`config.mk`:
```
export PLATFORM = sky130hd
export DESIGN_NAME = if_fetch_stage_flat
export DESIGN_NICKNAME = d
export VERILOG_FILES = /design/src/rtl/if_fetch_stage_if.sv /design/src/rtl/if_fetch_stage.sv /design/src/flat_wrapper.sv
export SDC_FILE = /design/constraint.sdc
export NUM_CORES = 1
export LEC_CHECK = 0
export ABC_AREA = 0
export BUFFER_PORTS_ARGS = -buffer_cell sky130_fd_sc_hd__buf_4
export CAP_MARGIN = 40
export CELL_PAD_IN_SITES_DETAIL_PLACEMENT = 2
export CELL_PAD_IN_SITES_GLOBAL_PLACEMENT = 2
export CORE_ASPECT_RATIO = 1.5
export CORE_UTILIZATION = 30
export DETAILED_ROUTE_END_ITERATION = 7
export PLACE_DENSITY = 0.83
export SETUP_SLACK_MARGIN = 0.4
export SYNTH_ARGS = -nofsm -noshare
export SYNTH_HDL_FRONTEND = slang
export SYNTH_SLANG_ARGS = --single-unit
```
`constraint.sdc`:
```
create_clock -name Clk -period 3.2 [get_ports Clk]
set_clock_uncertainty 0.1 [all_clocks]
set_input_delay 0.16 -clock Clk [delete_from_list [all_inputs] [get_ports Clk]]
set_output_delay 0.16 -clock Clk [all_outputs]
set_load 0.02 [all_outputs]
```
`src/rtl/if_fetch_stage_if.sv`:
```
// ---------------------------------------------------------------------------
// if_fetch_stage_if
//   Instruction-memory request/acknowledge bundle for the fetch stage.
//
//   ImemReq   fetch -> memory  request valid; held with a stable ImemAddr
//                              until the memory acknowledges
//   ImemAddr  fetch -> memory  word address, bits [1:0] always zero
//   ImemAck   memory -> fetch  ImemData carries the requested word this cycle
//   ImemData  memory -> fetch  instruction word, meaningful only with ImemAck
//
//   master: the fetch stage side.  slave: the instruction-memory side.
// ---------------------------------------------------------------------------
interface if_fetch_stage_if;
  logic        ImemReq;
  logic [31:0] ImemAddr;
  logic        ImemAck;
  logic [31:0] ImemData;

  modport master (
    output ImemReq,
    output ImemAddr,
    input  ImemAck,
    input  ImemData
  );

  modport slave (
    input  ImemReq,
    input  ImemAddr,
    output ImemAck,
    output ImemData
  );
endinterface

```
`src/rtl/if_fetch_stage.sv`:
```
// ---------------------------------------------------------------------------
// if_fetch_stage
//   MIPS instruction-fetch stage with the IF/ID pipeline register.
//   Holds the PC, fetches one word per request over a req/ack handshake,
//   and loads {instruction, PC+4} into IF/ID. A one-entry skid buffer
//   absorbs a word that returns while decode is stalled; a branch/jump
//   redirect flushes IF/ID and, if a request is still in flight, waits for
//   it to complete and throws its data away.
//
//   Parameter RESET_PC : PC loaded on reset.
//
//   Ports
//     Clk           clock, all state updates on the rising edge
//     Rst           synchronous active-high reset
//     imem          instruction-memory bundle (master side)
//     Stall         decode stall, hold IF/ID
//     BranchTaken   redirect from decode (overrides Stall)
//     BranchTarget  redirect address, bits [1:0] forced to 00
//     PC            current fetch PC
//     IfIdInstr     IF/ID instruction
//     IfIdPCPlus4   IF/ID PC+4
//     IfIdValid     IF/ID holds a real instruction (0 = bubble)
//     Imm16         IfIdInstr[15:0] for the decode sign extender
//
//   Optional: define FETCH_PERF_EN to add PerfFetched / PerfBubbles
//   counters (IF/ID written valid / written as a bubble).
// ---------------------------------------------------------------------------
module if_fetch_stage #(
  parameter logic [31:0] RESET_PC = 32'h0000_0000
) (
  input  logic                Clk,
  input  logic                Rst,
  if_fetch_stage_if.master    imem,
  input  logic                Stall,
  input  logic                BranchTaken,
  input  logic [31:0]         BranchTarget,
  output logic [31:0]         PC,
  output logic [31:0]         IfIdInstr,
  output logic [31:0]         IfIdPCPlus4,
  output logic                IfIdValid,
  output logic [15:0]         Imm16
`ifdef FETCH_PERF_EN
  ,
  output logic [31:0]         PerfFetched,
  output logic [31:0]         PerfBubbles
`endif
);

  typedef enum logic [1:0] {
    FETCH   = 2'd0,
    HOLD    = 2'd1,
    DISCARD = 2'd2
  } state_t;

  state_t      state_reg, state_next;
  logic [31:0] pc_reg, pc_next;
  logic [31:0] req_addr_reg, req_addr_next;
  logic [31:0] instr_reg, instr_next;
  logic [31:0] pc4_reg, pc4_next;
  logic        valid_reg, valid_next;
  logic [31:0] skid_instr_reg, skid_instr_next;
  logic [31:0] skid_pc4_reg, skid_pc4_next;

  logic        imem_req;
  logic        ack;
  logic [31:0] pc_plus4;
  logic [31:0] target;
  logic        wr_valid;
  logic        wr_bubble;

  // Redirect address low bits are always discarded.
  logic        unused_target_bits;
  assign unused_target_bits = ^BranchTarget[1:0];

  assign pc_plus4 = pc_reg + 32'd4;
  assign target   = {BranchTarget[31:2], 2'b00};

  // Request is gated by Rst so it stays low while reset is held and first
  // rises in the cycle after reset is released.
  assign imem_req = !Rst && (state_reg != HOLD);
  // An acknowledge with no request outstanding is meaningless.
  assign ack      = imem.ImemAck && imem_req;

  // ---------------- state register ----------------
  always_ff @(posedge Clk) begin
    if (Rst) begin
      state_reg      <= FETCH;
      pc_reg         <= RESET_PC;
      req_addr_reg   <= RESET_PC;
      instr_reg      <= 32'h0;
      pc4_reg        <= 32'h0;
      valid_reg      <= 1'b0;
      skid_instr_reg <= 32'h0;
      skid_pc4_reg   <= 32'h0;
    end else begin
      state_reg      <= state_next;
      pc_reg         <= pc_next;
      req_addr_reg   <= req_addr_next;
      instr_reg      <= instr_next;
      pc4_reg        <= pc4_next;
      valid_reg      <= valid_next;
      skid_instr_reg <= skid_instr_next;
      skid_pc4_reg   <= skid_pc4_next;
    end
  end

  // ---------------- next-state logic ----------------
  always_comb begin
    state_next = state_reg;
    case (state_reg)
      FETCH: begin
        if (BranchTaken)
          // The in-flight request must still complete before refetching.
          state_next = ack ? FETCH : DISCARD;
        else if (ack && Stall)
          state_next = HOLD;
        else
          state_next = FETCH;
      end
      HOLD: begin
        if (BranchTaken || !Stall)
          state_next = FETCH;
      end
      DISCARD: begin
        if (ack)
          state_next = FETCH;
      end
      default: state_next = FETCH;
    endcase
  end

  // ---------------- datapath / output logic ----------------
  always_comb begin
    pc_next         = pc_reg;
    instr_next      = instr_reg;
    pc4_next        = pc4_reg;
    valid_next      = valid_reg;
    skid_instr_next = skid_instr_reg;
    skid_pc4_next   = skid_pc4_reg;
    wr_valid        = 1'b0;
    wr_bubble       = 1'b0;

    if (BranchTaken) begin
      pc_next         = target;
      instr_next      = 32'h0;
      valid_next      = 1'b0;
      skid_instr_next = 32'h0;
      skid_pc4_next   = 32'h0;
      wr_bubble       = 1'b1;
    end else begin
      case (state_reg)
        FETCH: begin
          if (ack) begin
            pc_next = pc_plus4;
            if (!Stall) begin
              instr_next = imem.ImemData;
              pc4_next   = pc_plus4;
              valid_next = 1'b1;
              wr_valid   = 1'b1;
            end else begin
              skid_instr_next = imem.ImemData;
              skid_pc4_next   = pc_plus4;
            end
          end else if (!Stall) begin
            valid_next = 1'b0;
            wr_bubble  = 1'b1;
          end
        end
        HOLD: begin
          if (!Stall) begin
            instr_next = skid_instr_reg;
            pc4_next   = skid_pc4_reg;
            valid_next = 1'b1;
            wr_valid   = 1'b1;
          end
        end
        default: ;  // DISCARD: returning data is dropped, IF/ID untouched
      endcase
    end

    // While discarding, the address of the old request must stay on the bus;
    // everywhere else the request address follows the PC.
    req_addr_next = (state_next == DISCARD) ? req_addr_reg : pc_next;
  end

  assign imem.ImemReq  = imem_req;
  assign imem.ImemAddr = req_addr_reg;
  assign PC            = pc_reg;
  assign IfIdInstr     = instr_reg;
  assign IfIdPCPlus4   = pc4_reg;
  assign IfIdValid     = valid_reg;
  assign Imm16         = instr_reg[15:0];

`ifdef FETCH_PERF_EN
  logic [31:0] perf_fetched_reg;
  logic [31:0] perf_bubbles_reg;

  always_ff @(posedge Clk) begin
    if (Rst) begin
      perf_fetched_reg <= 32'h0;
      perf_bubbles_reg <= 32'h0;
    end else begin
      if (wr_valid)
        perf_fetched_reg <= perf_fetched_reg + 32'd1;
      if (wr_bubble)
        perf_bubbles_reg <= perf_bubbles_reg + 32'd1;
    end
  end

  assign PerfFetched = perf_fetched_reg;
  assign PerfBubbles = perf_bubbles_reg;
`else
  logic unused_perf;
  assign unused_perf = wr_valid ^ wr_bubble;
`endif

endmodule

```
`src/flat_wrapper.sv`:
```
// flat-port wrapper written by rule: the top's interface ports become plain ports
module if_fetch_stage_flat 
#(
  parameter logic [31:0] RESET_PC = 32'h0000_0000
)
  (Clk, Rst, Stall, BranchTaken, BranchTarget, PC, IfIdInstr, IfIdPCPlus4, IfIdValid, Imm16, imem_ImemReq, imem_ImemAddr, imem_ImemAck, imem_ImemData);
  if_fetch_stage_if imem_i ();
  input  logic Clk;
  input  logic Rst;
  input  logic Stall;
  input  logic BranchTaken;
  input  logic [31:0] BranchTarget;
  output logic [31:0] PC;
  output logic [31:0] IfIdInstr;
  output logic [31:0] IfIdPCPlus4;
  output logic IfIdValid;
  output logic [15:0] Imm16;
  output wire logic [$bits(imem_i.ImemReq)-1:0] imem_ImemReq;
  output wire logic [$bits(imem_i.ImemAddr)-1:0] imem_ImemAddr;
  input wire logic [$bits(imem_i.ImemAck)-1:0] imem_ImemAck;
  input wire logic [$bits(imem_i.ImemData)-1:0] imem_ImemData;
  assign imem_ImemReq = imem_i.ImemReq;
  assign imem_ImemAddr = imem_i.ImemAddr;
  assign imem_i.ImemAck = imem_ImemAck;
  assign imem_i.ImemData = imem_ImemData;
  if_fetch_stage #(.RESET_PC(RESET_PC)) u_core (.Clk(Clk), .Rst(Rst), .imem(imem_i), .Stall(Stall), .BranchTaken(BranchTaken), .BranchTarget(BranchTarget), .PC(PC), .IfIdInstr(IfIdInstr), .IfIdPCPlus4(IfIdPCPlus4), .IfIdValid(IfIdValid), .Imm16(Imm16));
endmodule
```
* Word level (Yosys, flattened, before mapping)
Index checks and enable logic that the tools add are counted.
Widths: inputs -> output; s select.
** Storage, ports and cells
- Latch bits :: 0
- Output and inout port bits :: 146
- Bits of input ports :: 69
- ROM bits :: 0
- Memories kept :: 0
- Bits in writable memories :: 0
- Word-level logic and storage cells :: 52
- Register bits :: 195
** Operators by class
- Shift-type cells :: 0
- Muxes and demuxes :: 21
- Magnitude comparators :: 0
- Bitwise operators :: 1
- Reduce and logical (&&, ||, !) cells :: 13
- $mul :: 0
- Div/mod/pow operators :: 0
- Add/subtract/negate cells :: 1
- Eq/ne operators :: 8
** Operators with widths (number)
- $mux 32 :: 9
- $pmux 32 s2 :: 2
- $add 32x3->32 const B :: 1
- $mux 2 :: 4
- $pmux 2 s3 :: 1
- $reduce_and 5->1 :: 1
- $eq 2x2->1 const B :: 2
- $mux 1 :: 4
- $ne 2x1->1 const B :: 2
- $ne 2x2->1 const B :: 2
- $reduce_and 4->1 :: 1
- $logic_and 1x1->1 :: 3
- $ne 3x2->1 const B :: 1
- $reduce_and 3->1 :: 1
- $eq 2x1->1 const B :: 1
- $logic_not 1->1 :: 2
- $logic_not 2->1 :: 1
- $pmux 1 s2 :: 1
- $reduce_and 2->1 :: 1
- $reduce_bool 2->1 :: 1
- $reduce_or 2->1 :: 1
- $logic_or 1x1->1 :: 1
- $not 1->1 :: 1

* Longest topological paths before layout
Gate-level depths: netlist of the first run.
- Depth after elaboration :: 8
- Mapped depth :: 8
- Gate-level depth less buffers :: 6

* Worst setup path after synthesis of the first run
OpenSTA, ideal clock, no wires.
- Path type :: flip-flop to flip-flop
- Start :: reg u_core.pc_reg[2] (netlist: u_core.PC[2])
- End :: reg u_core.pc4_reg[24] (netlist: u_core.IfIdPCPlus4[24])
- Library setup time :: 0.070 ns
- Cell stages (with the launch flop) :: 7
- Path buffers :: 0
- Data required time :: 3.030 ns
- Arrival :: 2.562 ns
- Slack :: 0.468 ns
- Cell sequence :: dfxtp_1 > ha_1 > nand3_1 > or4_1 > or4_1 > a311o_1 > a21oi_1
** On the way
- Word-level cells in the longest chain between the ends :: 4
** RTL lines
- from (decl) :: RTL line if_fetch_stage.sv:56 : logic [31:0] pc_reg, pc_next;
- from (signal assigned) :: RTL line if_fetch_stage.sv:97 : pc_reg <= pc_next;
- $add 32x3->32 :: RTL line if_fetch_stage.sv:75 : assign pc_plus4 = pc_reg + 32'd4;
- $mux 32 :: RTL line if_fetch_stage.sv:155 : if (!Stall) begin
- $mux 32 :: RTL line if_fetch_stage.sv:153 : if (ack) begin
- $pmux 32 s2 :: RTL line if_fetch_stage.sv:151 : case (state_reg)
- to (signal assigned) :: RTL line if_fetch_stage.sv:100 : pc4_reg <= pc4_next;
- to (decl) :: RTL line if_fetch_stage.sv:59 : logic [31:0] pc4_reg, pc4_next;
No other way between the ends. The select of a mux whose other input is x is not followed.
A chain may end at the register's enable or synchronous reset.

* Worst setup path in the final report of the first run
- Start :: reg u_core.pc_reg[7] (netlist: u_core.PC[7])
- End :: reg u_core.pc4_reg[21] (netlist: u_core.IfIdPCPlus4[21])
The elaborated chain is that of the path after synthesis.

==> flow_summary.toml, run 1 <==
[routing]
remaining_drc_errors = 0
wirelength_um = 36200
dr.first_iter.drc_count = 302
drtAntennaViolNets = 0
vias = 9042
firstDrtPassIters = 4
via_per_inst = 5.48
wl_per_cell_um = 22.0

[critical_path]
reg2reg_from = "u_core.PC[7]$_SDFF_PP0_"
rr_worst_depth = 7
cp.arrival_ns = 3.03
worst_setup_path_end_kind = "flop"
reg2reg_slack_ns = 0.45
r2r-end = "u_core.IfIdPCPlus4[21]$_SDFFE_PP0P_"
path_buf_inv = 2
path_cells = "nand4_1 -> buf_4 -> or3_1 -> buf_4 -> nor4_1 -> o21ai_0 -> a31oi_1"
slowest_stage = "or3_1"
cpPeakStageDelay_ns = 0.51
start_kind = "flop"
cp_common_cell = "buf_4"
path_delay_family = "simple AND/OR/NAND/NOR gates"
critPathMaxFanout = 15
startpoint = "u_core.PC[7]$_SDFF_PP0_"
critical_path_required_ns = 3.48
crit_type = "flop to flop"

[finish]
syn2layout_area_growth_pct = 36.3
nNetsFinal = 1360
stdcell_count = 1649
diodes = 0
drive_gt1_share_pct = 22.8

[yosys]
synth.most_common_cell = "nand2_1"
ys_types = 51
synth_flop_cell = "dfxtp_1"
ys_top_cells_by_count = "nand2_1 (201), dfxtp_1 (195), nor2_1 (120)"
yosys_warnings = 0
async_reset_ff_share_pct = 0
yosysSeqAreaShare_pct = 45.3
syn_nets = 1142
ys_seq_elements = 195
syn_avg_cell_area_um2 = 8.03
synth_edf_count = 0
synth_top_area_share_pct = 45.3
syn_inst = 1072
netlist_top_cells_area = "dfxtp_1 (45%), nand2_1 (8.8%), nor2_1 (5.2%)"
syn_area_um2 = 8610
yosysTopAreaCell = "dfxtp_1"

[clock_tree]
clk_path_buf_depth = 2
cts_buffers = 17
clock_latency_ns = 0.46
cts_tree = "yes"
clkSinkCount = 195
cts_root_buf = "clkbuf_16"
cts_max_level = 4
clk_pin_slew_ns = 0.08

[timing]
grt_setup_unrepaired = "yes"
slew_violations = 0
fin_crit_ns = 2.75
whs_ns = 0.0455
finalSetupViolations = 0
fmax_mhz = 364
totalNegativeSetupSlack_ns = 0
period_share_pct = 85.8
hold_viol_final = 0
relSlewSlack_pct = 47.0
worst_slew_pin_slew_ns = 0.795

[grt]
gr-max-usage-layer = "met2"
grt_antenna_before_repair = 0
grt_use_met2_pct = 46.7
grt.overflow.total = 0
grt_pass1_vias = 9815
grt_pass1_wl_um = 56400
grt_max_degree = 68
grt.total_usage_pct = 25.0
use_met1_pct = 26.8
use_met3_pct = 4.72

[die]
start_util_pct = 30.7
ios = 215
num_rows = 75
die_height_um = 209
fp.dieArea_um2 = 29400
core-area_um2 = 28100
die_x_um = 140

[placement]
portBuffers = 212
dpl.hpwl_um = 24000
place_inst = 1552
gp_congestion = 0.885

[hold_path]
min_to = "u_core.PC[3]$_SDFF_PP0_"
worstHoldPathCells = 3
hold_path.class = "primary input to flop"
hold_start = "BranchTarget[3]"

[power_and_ir_drop]
p_leak_nw = 4.49
p_per_area_nw_per_um2 = 486
ir_drop_v = 0.000337

[job]
maxCapViolCount = 0

[status]
status = "completed"
## kinds of logic after synthesis
kind of cell	share of synthesized area, %
AOI/OAI and AO/OA	20.6
xor gates and xnor gates	3.56
and+or+nand+nor	23.9
muxes	0.233
adders and majority gates	0.145
buffers and inverters	6.19
DFF	45.3
## metal layers
metal  wire length (um)  vias up
met1              14100     4504
met2              19200      247
met3               1430       70
met5                  0        -
li1                   -     4221
met4               1480        0
## report_power, final
| part | switching (mW) | leakage, nW | internal, mW |
|---|---|---|---|
| clock | 1.05 | 0.284 | 1.17 |
| combinational | 0.499 | 2.62 | 0.352 |
| sequential | 0.107 | 1.59 | 2.52 |
| total | 1.66 | 4.49 | 4.05 |
## worst min-delay path, cell delays in order
cell	delay [ns]
buf_4	0.11
nor2_1	0.15
a311oi_1	0.12
## metrics by stage
stage          area (um^2)  setup WS, ns  util, %  total power, mW
3_3_place_gp         10500         0.367     37.3             3.42
2_1_floorplan         8610         0.468        -             3.07
3_5_place_dp         10500         0.309     37.3             3.45
4_1_cts              11700         0.409     41.7             5.74
6_report             11700         0.453     41.8             5.70
5_1_grt              11700         0.348     41.8             5.93
## worst max path at each step
stage / endpoint / slack, ns / depth (start not counted)
after floorplan: u_core.IfIdPCPlus4[24]$_SDFFE_PP0P_ / 0.47 / 6
after global placement: u_core.imem.ImemAddr[19]$_SDFFE_PP0P_ / 0.37 / 5
after detailed placement: u_core.imem.ImemAddr[21]$_SDFFE_PP0P_ / 0.31 / 5
after CTS: u_core.imem.ImemAddr[13]$_SDFFE_PP0P_ / 0.41 / 6
after global routing: u_core.imem.ImemAddr[13]$_SDFFE_PP0P_ / 0.35 / 6
final: u_core.IfIdPCPlus4[21]$_SDFFE_PP0P_ / 0.45 / 7
## area by class of cell
cell class / instances / area [um^2]
fillers: 3076 / 16300
clock buffers: 21 / 480
repair buffers: 311 / 2540
well taps: 346 / 433
clock inverters: 11 / 114
flip-flops and latches: 195 / 3910
multi-input cells: 756 / 4230
inverters: 9 / 33.8
## placed cells by master, fill, tap and decap left out, types with 7 or more instances in the layout
master and count:
nand2_1 199, nor4_1 14, buf_4 245, dfxtp_1 194, nand4_1 14, and4_1 7
and3_1 7, xnor2_1 27, inv_1 9, nor2_1 120, a31oi_1 8, dlygate4sd3_1 62
a211o_1 10, nor3_1 37, o21a_1 10, xor2_1 8, nand3_1 26, a311oi_1 40
a211oi_1 27, a21oi_1 75, o22a_1 9, clkbuf_16 17, or3_1 7, o21ai_0 28
## timing repair
action / in CTS / in global routing
setup buffers: 2 / 1
hold endpoints to repair: 106 / 0
hold buffers: 62 / 0
pin swaps: 2 / 1
resized for setup: 2 / 5
cloned: 0 / 0
setup endpoints to repair: 16 / 12
Power figures use the tool's default switching activity.
==> run 2, diff against run 1 <==
--- a/config.mk
+++ b/config.mk
@@ -11,6 +11,7 @@
 export CELL_PAD_IN_SITES_DETAIL_PLACEMENT = 2
 export CELL_PAD_IN_SITES_GLOBAL_PLACEMENT = 2
 export CORE_ASPECT_RATIO = 1.5
+export CORE_MARGIN = 5
 export CORE_UTILIZATION = 30
 export DETAILED_ROUTE_END_ITERATION = 7
 export PLACE_DENSITY = 0.83
==> constraint.sdc (replaced) <==
create_clock -name Clk -period 3.2 [get_ports Clk]
set_clock_uncertainty 0.1 [all_clocks]
set_input_delay 0.48 -clock Clk [delete_from_list [all_inputs] [get_ports Clk]]
set_output_delay 0.48 -clock Clk [all_outputs]
set_load 0.02 [all_outputs]
==> flow_summary.toml, run 2 (synthesized netlist as in run 1, its figures left out) <==
[routing]
drtAntennaViolNets = 0
wl_met1_um = 13400
remaining_drc_errors = 0
highest_layer = "met4"
wirelength_um = 34600
wl_met2_um = 18400
vias = 8815
via_per_inst = 5.54
wl_met3_um = 1270
firstDrtPassIters = 4
wl_per_cell_um = 21.8
dr.first_iter.drc_count = 335

[critical_path]
crit_type = "flop to flop"
path_cells = "ha_2 -> nand3_1 -> or4_1 -> or4_1 -> a311o_1 -> a21oi_1"
critical_path_required_ns = 3.48
cpPeakStageDelay_ns = 0.66
cp_common_cell = "or4_1"
cp.arrival_ns = 3.02
critPathMaxFanout = 6
worst_setup_path_end_kind = "flop"
slowest_stage = "or4_1"
start_kind = "flop"

[die]
die_height_um = 217
ios = 215
die_x_um = 148
start_util_pct = 30.2
num_rows = 76
core-area_um2 = 28500
fp.dieArea_um2 = 32300

[placement]
dpl.hpwl_um = 25300
gp_congestion = 0.899
dpl_cell_area_um2 = 10500
portBuffers = 212

[timing]
fmax_mhz = 364
totalNegativeSetupSlack_ns = 0
whs_ns = 0.184
hold_viol_final = 0
finalSetupViolations = 0
slew_violations = 0
grt_setup_unrepaired = "yes"
relSlewSlack_pct = 46.4
worst_slew_pin_slew_ns = 0.804
period_share_pct = 85.8
fin_crit_ns = 2.74

[finish]
diodes = 0
drive_gt1_share_pct = 23.5
nNetsFinal = 1298
layout_commonest_cell = "buf_4"
syn2layout_area_growth_pct = 29.1
mostFrequentLayoutCells = "buf_4 (243), nand2_1 (199), dfxtp_1 (195)"
stdcell_area_um2 = 11100

[clock_tree]
clock_latency_ns = 0.46
post_cts_buffers = 0
clkSinkCount = 195
cts_buffers = 17
clk_path_buf_depth = 2
cts_tree = "yes"
clk_pin_slew_ns = 0.07
cts_max_level = 4
cts_root_buf = "clkbuf_16"

[hold_path]
hold_path.class = "primary input to flop"

[power_and_ir_drop]
power_mw = 5.60
p_per_area_nw_per_um2 = 504
ir_drop_v = 0.000417
p_leak_nw = 4.24

[job]
maxCapViolCount = 0

[grt]
grt.total_usage_pct = 21.4
grt_antenna_before_repair = 0
grt_pass1_vias = 9591
grt_max_degree = 66
grt.overflow.total = 0
grt_pass1_wl_um = 54200

[status]
status = "completed"
==> run 2: changes by cell type in the layout (fill, tap and decap cells not counted), sizes merged <==
cell | before | now
clkinv | 1 | 6
inv | 15 | 9
bufinv | 1 | 2
dlygate4sd3 | 62 | 0
clkinvlp | 3 | 1
clkbuf | 21 | 22
==> run 2: cell type report <==
cell class	count	area [um^2]
Fill cell	3283	17400
Multi-Input combinational cell	756	4220
Sequential cell	195	3900
Timing Repair Buffer	249	1940
Clock buffer	22	474
Tap cell	351	439
Clock inverter	9	105
Inverter	9	33.8
==> run 2: routing by layer <==
metal | global-route usage [%] | up-vias
li1 | - | 4098
met1 | 23.1 | 4408
met2 | 39.7 | 232
met3 | 3.74 | 77
met4 | 11.1 | 0
met5 | 0 | -
==> run 2: repair_timing <==
action	in CTS	in global routing
resized for setup	2	2
endpoints found under the setup margin	3	5
hold buffers	0	0
pin swaps	0	0
==> run 2: final timing paths <==
kind	from	end	slack, ns	cells after the start
setup / recovery	u_core.PC[3]$_SDFF_PP0_	u_core.IfIdPCPlus4[24]$_SDFFE_PP0P_	0.46	6
hold / removal	imem_ImemData[12]	u_core.skid_instr_reg[12]$_SDFFE_PP0P_	0.18	3
setup reg to reg	u_core.PC[3]$_SDFF_PP0_	u_core.IfIdPCPlus4[24]$_SDFFE_PP0P_	0.46	6
hold reg to reg	u_core.IfIdPCPlus4[6]$_SDFFE_PP0P_	u_core.IfIdPCPlus4[6]$_SDFFE_PP0P_	0.36	2
==> run 2: worst max-delay path: cells and delay by family, from the launching register on <==
| family | cells | cell delay [ns] |
|---|---|---|
| AOI/OAI and AO/OA | 2 | 0.48 |
| adders and majority gates | 1 | 0.29 |
| DFF | 1 | 0.43 |
| and+or+nand+nor | 3 | 1.37 |
==> run 2: where the power goes <==
part,leakage (nW),switching (mW),internal (mW)
Clock,0.286,0.983,1.21
Sequential,1.59,0.0981,2.52
Combinational,2.36,0.483,0.310
Total,4.24,1.56,4.04
==> run 2: metrics by stage <==
stage               util (%)  setup slack (ns)  instances
floorplan                  -             0.468       1072
CTS                     38.9             0.402       1591
global placement        36.9             0.359       1560
finish                  39.0             0.455       1591
detailed placement      36.9             0.242       1560
global route            39.0             0.331       1591
